File: src/rtl/arb_rr4_enc_if.sv
// Request/grant bundle between the requesting blocks and arb_rr4_enc.
// The master side (requesters) drives en/req/done; the slave side (arbiter)
// returns the registered grant, its encoded index, valid and timeout pulse.
interface arb_rr4_enc_if;
   logic       en;
   logic [3:0] req;
   logic       done;
   logic [3:0] gnt;
   logic [1:0] gnt_id;
   logic       gnt_valid;
   logic       timeout;

   modport master (
      output en, req, done,
      input  gnt, gnt_id, gnt_valid, timeout
   );

   modport slave (
      input  en, req, done,
      output gnt, gnt_id, gnt_valid, timeout
   );
endinterface

File: src/rtl/arb_rr4_enc.sv
// arb_rr4_enc: four-requester round-robin arbiter with held grants.
// IDLE -> GRANT on a sampled request; the owner keeps the resource until it
// releases (done, dropped request or en low), then one mandatory GAP cycle.
// gnt, gnt_id, gnt_valid and timeout are all registered.
// Optional feature macro: ARB_TIMEOUT_EN -- forces a release after the owner
// has held the grant for HOLD_MAX+1 cycles and pulses timeout for one cycle.
module arb_rr4_enc #(
   parameter int HOLD_MAX = 15,
   parameter int CNT_W    = 4
) (
   input  logic         clk,
   input  logic         rst_n,
   arb_rr4_enc_if.slave bus
);

   typedef enum logic [1:0] {
      ST_IDLE  = 2'd0,
      ST_GRANT = 2'd1,
      ST_GAP   = 2'd2
   } state_t;

   state_t     state_r, state_s;
   logic [1:0] ptr_r, ptr_s;
   logic [3:0] gnt_r, gnt_s;
   logic [1:0] gnt_id_r, gnt_id_s;
   logic       gnt_valid_r, gnt_valid_s;
   logic       timeout_r, timeout_s;
   logic [1:0] cand_s;
   logic [1:0] win_id_s;
   logic       win_found_s;
   logic       release_s;
   logic       force_s;

   // The hold counter must be able to represent HOLD_MAX.
   if ((2 ** CNT_W) <= HOLD_MAX) begin : g_cnt_w_too_small
      $error("arb_rr4_enc: 2**CNT_W must exceed HOLD_MAX");
   end

   // Encoded index to one-hot grant vector.
   function automatic logic [3:0] onehot4(input logic [1:0] id);
      logic [3:0] oh;
      case (id)
         2'd0:    oh = 4'b0001;
         2'd1:    oh = 4'b0010;
         2'd2:    oh = 4'b0100;
         2'd3:    oh = 4'b1000;
         default: oh = 4'b0000;
      endcase
      return oh;
   endfunction

   // Owner gives the resource back when it says done, drops its request or the arbiter is disabled.
   assign release_s = bus.done | ~bus.req[gnt_id_r] | ~bus.en;

`ifdef ARB_TIMEOUT_EN
   logic [CNT_W-1:0] cnt_r;

   assign force_s = (cnt_r == CNT_W'(HOLD_MAX));

   // Hold counter: counts held cycles in GRANT, cleared everywhere else so a new grant starts at 0.
   always_ff @(posedge clk or negedge rst_n) begin
      if (!rst_n) begin
         cnt_r <= {CNT_W{1'b0}};
      end else if ((state_r == ST_GRANT) && !release_s && !force_s) begin
         if (cnt_r != {CNT_W{1'b1}}) begin
            cnt_r <= cnt_r + {{(CNT_W-1){1'b0}}, 1'b1};
         end else begin
            cnt_r <= cnt_r;
         end
      end else begin
         cnt_r <= {CNT_W{1'b0}};
      end
   end
`else
   assign force_s = 1'b0;
`endif

   // Round-robin search: ptr+1, ptr+2, ptr+3, ptr (mod 4); first set request wins.
   always_comb begin
      cand_s      = 2'd0;
      win_id_s    = 2'd0;
      win_found_s = 1'b0;
      for (int i = 1; i < 5; i++) begin
         cand_s = ptr_r + 2'(i);
         if (!win_found_s && bus.req[cand_s]) begin
            win_found_s = 1'b1;
            win_id_s    = cand_s;
         end else begin
            win_found_s = win_found_s;
         end
      end
   end

   // Next state and next registered outputs; outputs default to "no grant".
   always_comb begin
      state_s     = state_r;
      ptr_s       = ptr_r;
      gnt_s       = 4'b0000;
      gnt_id_s    = 2'd0;
      gnt_valid_s = 1'b0;
      timeout_s   = 1'b0;
      case (state_r)
         ST_IDLE, ST_GAP: begin
            if (bus.en && win_found_s) begin
               state_s     = ST_GRANT;
               ptr_s       = win_id_s;
               gnt_s       = onehot4(win_id_s);
               gnt_id_s    = win_id_s;
               gnt_valid_s = 1'b1;
            end else begin
               state_s = ST_IDLE;
            end
         end
         ST_GRANT: begin
            if (release_s) begin
               state_s = ST_GAP;
            end else if (force_s) begin
               state_s   = ST_GAP;
               timeout_s = 1'b1;
            end else begin
               state_s     = ST_GRANT;
               gnt_s       = gnt_r;
               gnt_id_s    = gnt_id_r;
               gnt_valid_s = 1'b1;
            end
         end
         default: begin
            state_s = ST_IDLE;
         end
      endcase
   end

   // State, last-winner pointer and output registers; ptr resets to 3 so requester 0 goes first.
   always_ff @(posedge clk or negedge rst_n) begin
      if (!rst_n) begin
         state_r     <= ST_IDLE;
         ptr_r       <= 2'd3;
         gnt_r       <= 4'b0000;
         gnt_id_r    <= 2'd0;
         gnt_valid_r <= 1'b0;
         timeout_r   <= 1'b0;
      end else begin
         state_r     <= state_s;
         ptr_r       <= ptr_s;
         gnt_r       <= gnt_s;
         gnt_id_r    <= gnt_id_s;
         gnt_valid_r <= gnt_valid_s;
         timeout_r   <= timeout_s;
      end
   end

   assign bus.gnt       = gnt_r;
   assign bus.gnt_id    = gnt_id_r;
   assign bus.gnt_valid = gnt_valid_r;
   assign bus.timeout   = timeout_r;

endmodule

File: src/flat_wrapper.sv
// flat-port wrapper written by rule: the top's interface ports become plain ports
module arb_rr4_enc_flat 
#(
   parameter int HOLD_MAX = 15,
   parameter int CNT_W    = 4
)
  (clk, rst_n, bus_en, bus_req, bus_done, bus_gnt, bus_gnt_id, bus_gnt_valid, bus_timeout);
  arb_rr4_enc_if bus_i ();
  input  logic clk;
  input  logic rst_n;
  input wire logic [$bits(bus_i.en)-1:0] bus_en;
  input wire logic [$bits(bus_i.req)-1:0] bus_req;
  input wire logic [$bits(bus_i.done)-1:0] bus_done;
  output wire logic [$bits(bus_i.gnt)-1:0] bus_gnt;
  output wire logic [$bits(bus_i.gnt_id)-1:0] bus_gnt_id;
  output wire logic [$bits(bus_i.gnt_valid)-1:0] bus_gnt_valid;
  output wire logic [$bits(bus_i.timeout)-1:0] bus_timeout;
  assign bus_i.en = bus_en;
  assign bus_i.req = bus_req;
  assign bus_i.done = bus_done;
  assign bus_gnt = bus_i.gnt;
  assign bus_gnt_id = bus_i.gnt_id;
  assign bus_gnt_valid = bus_i.gnt_valid;
  assign bus_timeout = bus_i.timeout;
  arb_rr4_enc #(.HOLD_MAX(HOLD_MAX), .CNT_W(CNT_W)) u_core (.clk(clk), .rst_n(rst_n), .bus(bus_i));
endmodule
File: config.mk
export PLATFORM = sky130hd
export DESIGN_NAME = arb_rr4_enc_flat
export DESIGN_NICKNAME = d
export VERILOG_FILES = /design/src/rtl/arb_rr4_enc_if.sv /design/src/rtl/arb_rr4_enc.sv /design/src/flat_wrapper.sv
export SDC_FILE = /design/constraint.sdc
export NUM_CORES = 1
export LEC_CHECK = 0
export CAP_MARGIN = 0
export CORE_ASPECT_RATIO = 1.1
export CORE_MARGIN = 5
export CORE_UTILIZATION = 25
export DETAILED_ROUTE_END_ITERATION = 16
export GPL_TIMING_DRIVEN = 0
export PLACE_DENSITY_LB_ADDON = 0.25
export SYNTH_ARGS = -nofsm -noshare
export SYNTH_HDL_FRONTEND = slang
export SYNTH_SLANG_ARGS = --single-unit
File: constraint.sdc
create_clock -name clk -period 2.2 [get_ports clk]
set_input_delay 0.44 -clock clk [delete_from_list [all_inputs] [get_ports clk]]
set_output_delay 0.44 -clock clk [all_outputs]
set_load 0.02 [all_outputs]
==> metrics.csv <==
stage,metric,value,unit
clock_network,clockBufferDepth,2,
logic_synthesis,netlist_area,520,um^2
logic_synthesis,muxShareOfSynthArea,6.49,%
logic_synthesis,synth-seq-cells,10,
clock_network,ctsHtreeMaxLevel,1,
sta,max_freq,516,MHz
grt,antenna_found_initial,0,
route,first_iter_violations,6,
clock_network,clk_pin_slew,70,ps
route,routed_wl,1010,um
flow_run,maxCapViolations,0,
grt,grt_pass1_vias,421,
floorplanning,dieHeight,57.9,um
clock_network,cts_resized,0,
logic_synthesis,syn-instance-count,46,
route,vias,394,
clock_network,numClockSinks,10,
finish,nNetsFinal,73,
route,firstDrtPassIters,3,
sta,rsz0062_at_grt,false,
floorplanning,core.rowCount,17,
logic_synthesis,synth_top_family_by_area,simple AND/OR/NAND/NOR gates,
logic_synthesis,yosysWarnings,0,
clock_network,root_buffer,clkbuf_4,
logic_synthesis,yosys.area_share.adder,0,%
worst_setup_path,critPathKind,in -> reg,
logic_synthesis,avgSynthCellArea,11.3,um^2
worst_setup_path,startpoint_type,primary input,
route,drc_errors,0,
logic_synthesis,synth_seq_area_share,48.6,%
pwr,power,0.000595,W
clock_network,cts_buffers,3,
worst_setup_path,cp.arrival,2090,ps
floorplanning,core_area,2000,um^2
floorplanning,dieArea,3100,um^2
sta,clock_skew,3.96,ps
grt,grt_max_degree,11,
sta,setup_viol,0,
sta,post-route-min-period,1940,ps
finish,antenna-diode-count,0,
hold_path,hold_class,in -> async,
route,final_antenna_net_count,0,
logic_synthesis,synth-simple-area-share,25.0,%
clock_network,cts_tree,built,
floorplanning,die_x,53.5,um
logic_synthesis,synth-xor-area-share,0,%
clock_network,clk_latency,260,ps
finish,drive_gt1_share,18.8,%
placed_design,pre_cts_ws,-4.88,ps
pwr,cellLeakagePower,0.307,nW
worst_setup_path,setup.worst_path.end_class,register,
grt,grt_pass1_wl,1830,um
grt,overflow,0,
finish,final_cell_mix,"14 x clkdlybuf4s50_1, 8 x dfrtp_1",
worst_setup_path,worstPathMaxFanout,7,
pwr,p_per_area,825,nW/um^2
route,viasPerCell,4.28,
placed_design,port_buffers,14,
outcome,status,"finished, final reports clean",
pwr,peakVddDrop,0.443,mV
worst_setup_path,worstPathRequired,2350,ps
finish,synthToLayoutAreaGrowth,38.7,%
logic_synthesis,syn-num-nets,54,
logic_synthesis,synth_compound_area_share,16.3,%
logic_synthesis,synth_cell_types,29,
route,routedWlPerCell,11.0,um
placed_design,gp_congestion,0.741,
finish,final_util,36.1,%
sta,hold_ws,482,ps
clock_network,postCtsSetupRepairBufs,0,
sta,final.setup.tns,0,ps
floorplanning,start_util,26.0,%
clock_network,postCtsHoldBufs,0,
floorplanning,ios,16,
sta,final_hold_viol_count,0,
grt,globalRouteTotalUtil,8.19,%
sta,timing.final.crit_share,88.0,%
finish,final_common_cell,clkdlybuf4s50_1,
placed_design,dp_hpwl,764,um
finish,fillers,218,
sta,fin_ws,263,ps
sta,final-max-slew-violation-count,0,
-- layout make-up --
class                   instances  area, um^2  area share, %
plain buffers                   1        7.51           1.04
clock buffers                   4        26.3           3.64
inverters                       2        7.51           1.04
multi-input cells              33         253           35.0
flip-flops and latches         10         253           35.0
well taps                      28        35.0           4.85
repair buffers                 14         140           19.4
-- registers in the layout, summed over array words and instances, names as in the netlist --
name               count
u_core.bus.gnt         4
u_core.bus.gnt_id      2
u_core.ptr_r           2
u_core.state_r         2
-- synth_stat cells (all sizes together) --
library cell	count	area share, %
nand2b	3	3.6
o21ai	2	1.9
nor2b	1	2.6
or2	2	2.4
inv	2	1.4
nand2	1	0.72
a22o	3	5.0
a21oi	1	0.96
dfstp	2	10
a311oi	1	1.7
nor2	3	2.2
mux2	1	2.2
dfrtp	8	38
and3b	1	1.7
buf	1	1.4
o2bb2ai	2	3.4
nor3	1	0.96
and2	1	1.2
a21o	1	1.7
a211o	1	1.7
nor3b	2	3.8
or2b	2	3.1
and2b	1	1.4
conb	1	0.72
nor4	1	1.2
mux4	1	4.3
-- per-stage QoR --
step                      cell area (um^2)  std cells
after floorplan                        520         46
after global placement                 696         88
after detailed placement               696         88
after CTS                              722         92
after global routing                   722         92
final                                  722         92
-- report_power, final --
part	switching (W)	internal [W]
Sequential	0.0000291	0.000234
Combinational	0.0000950	0.000107
Clock	0.0000605	0.0000700
Total	0.000185	0.000411
-- worst max-delay path, stage by stage --
cell	delay (ps)
clkdlybuf4s50_1	500
or2_0	240
a311oi_1	470
and2b_1	240
a22o_1	190
-- kinds of logic (layout without fill, tap and decap cells) --
| kind of cell | count (synthesis) | after routing |
|---|---|---|
| and+or+nand+nor | 19 | 19 |
| AOI/OAI and AO/OA | 11 | 11 |
| DFF | 10 | 10 |
| buffers and inverters | 3 | 21 |
| muxes | 2 | 2 |
| other | 1 | 1 |
-- worst paths after layout --
check | startpoint | to | slack (ps) | depth (start not counted)
max in group asynchronous | rst_n | u_core.ptr_r[1] | 1380 | 1
worst max register to register | u_core.ptr_r[1] | u_core.bus.gnt[1] | 630 | 4
worst min register to register | u_core.bus.gnt[0] | u_core.bus.gnt[0] | 490 | 1
worst max-delay path | bus_req[1] | u_core.bus.gnt[1] | 260 | 5
min in group clk | u_core.bus.gnt[0] | u_core.bus.gnt[0] | 490 | 1
worst min-delay path | rst_n | u_core.bus.gnt[1] | 480 | 1
-- per-layer routing --
layer	routed length [um]	track usage [%]	vias to the layer above
met3	91	2.83	5
li1	-	-	201
met5	0	0	-
met2	377	10.3	16
met1	509	11.0	172
met4	34	6.57	0
(Power assumes the default switching activity.)
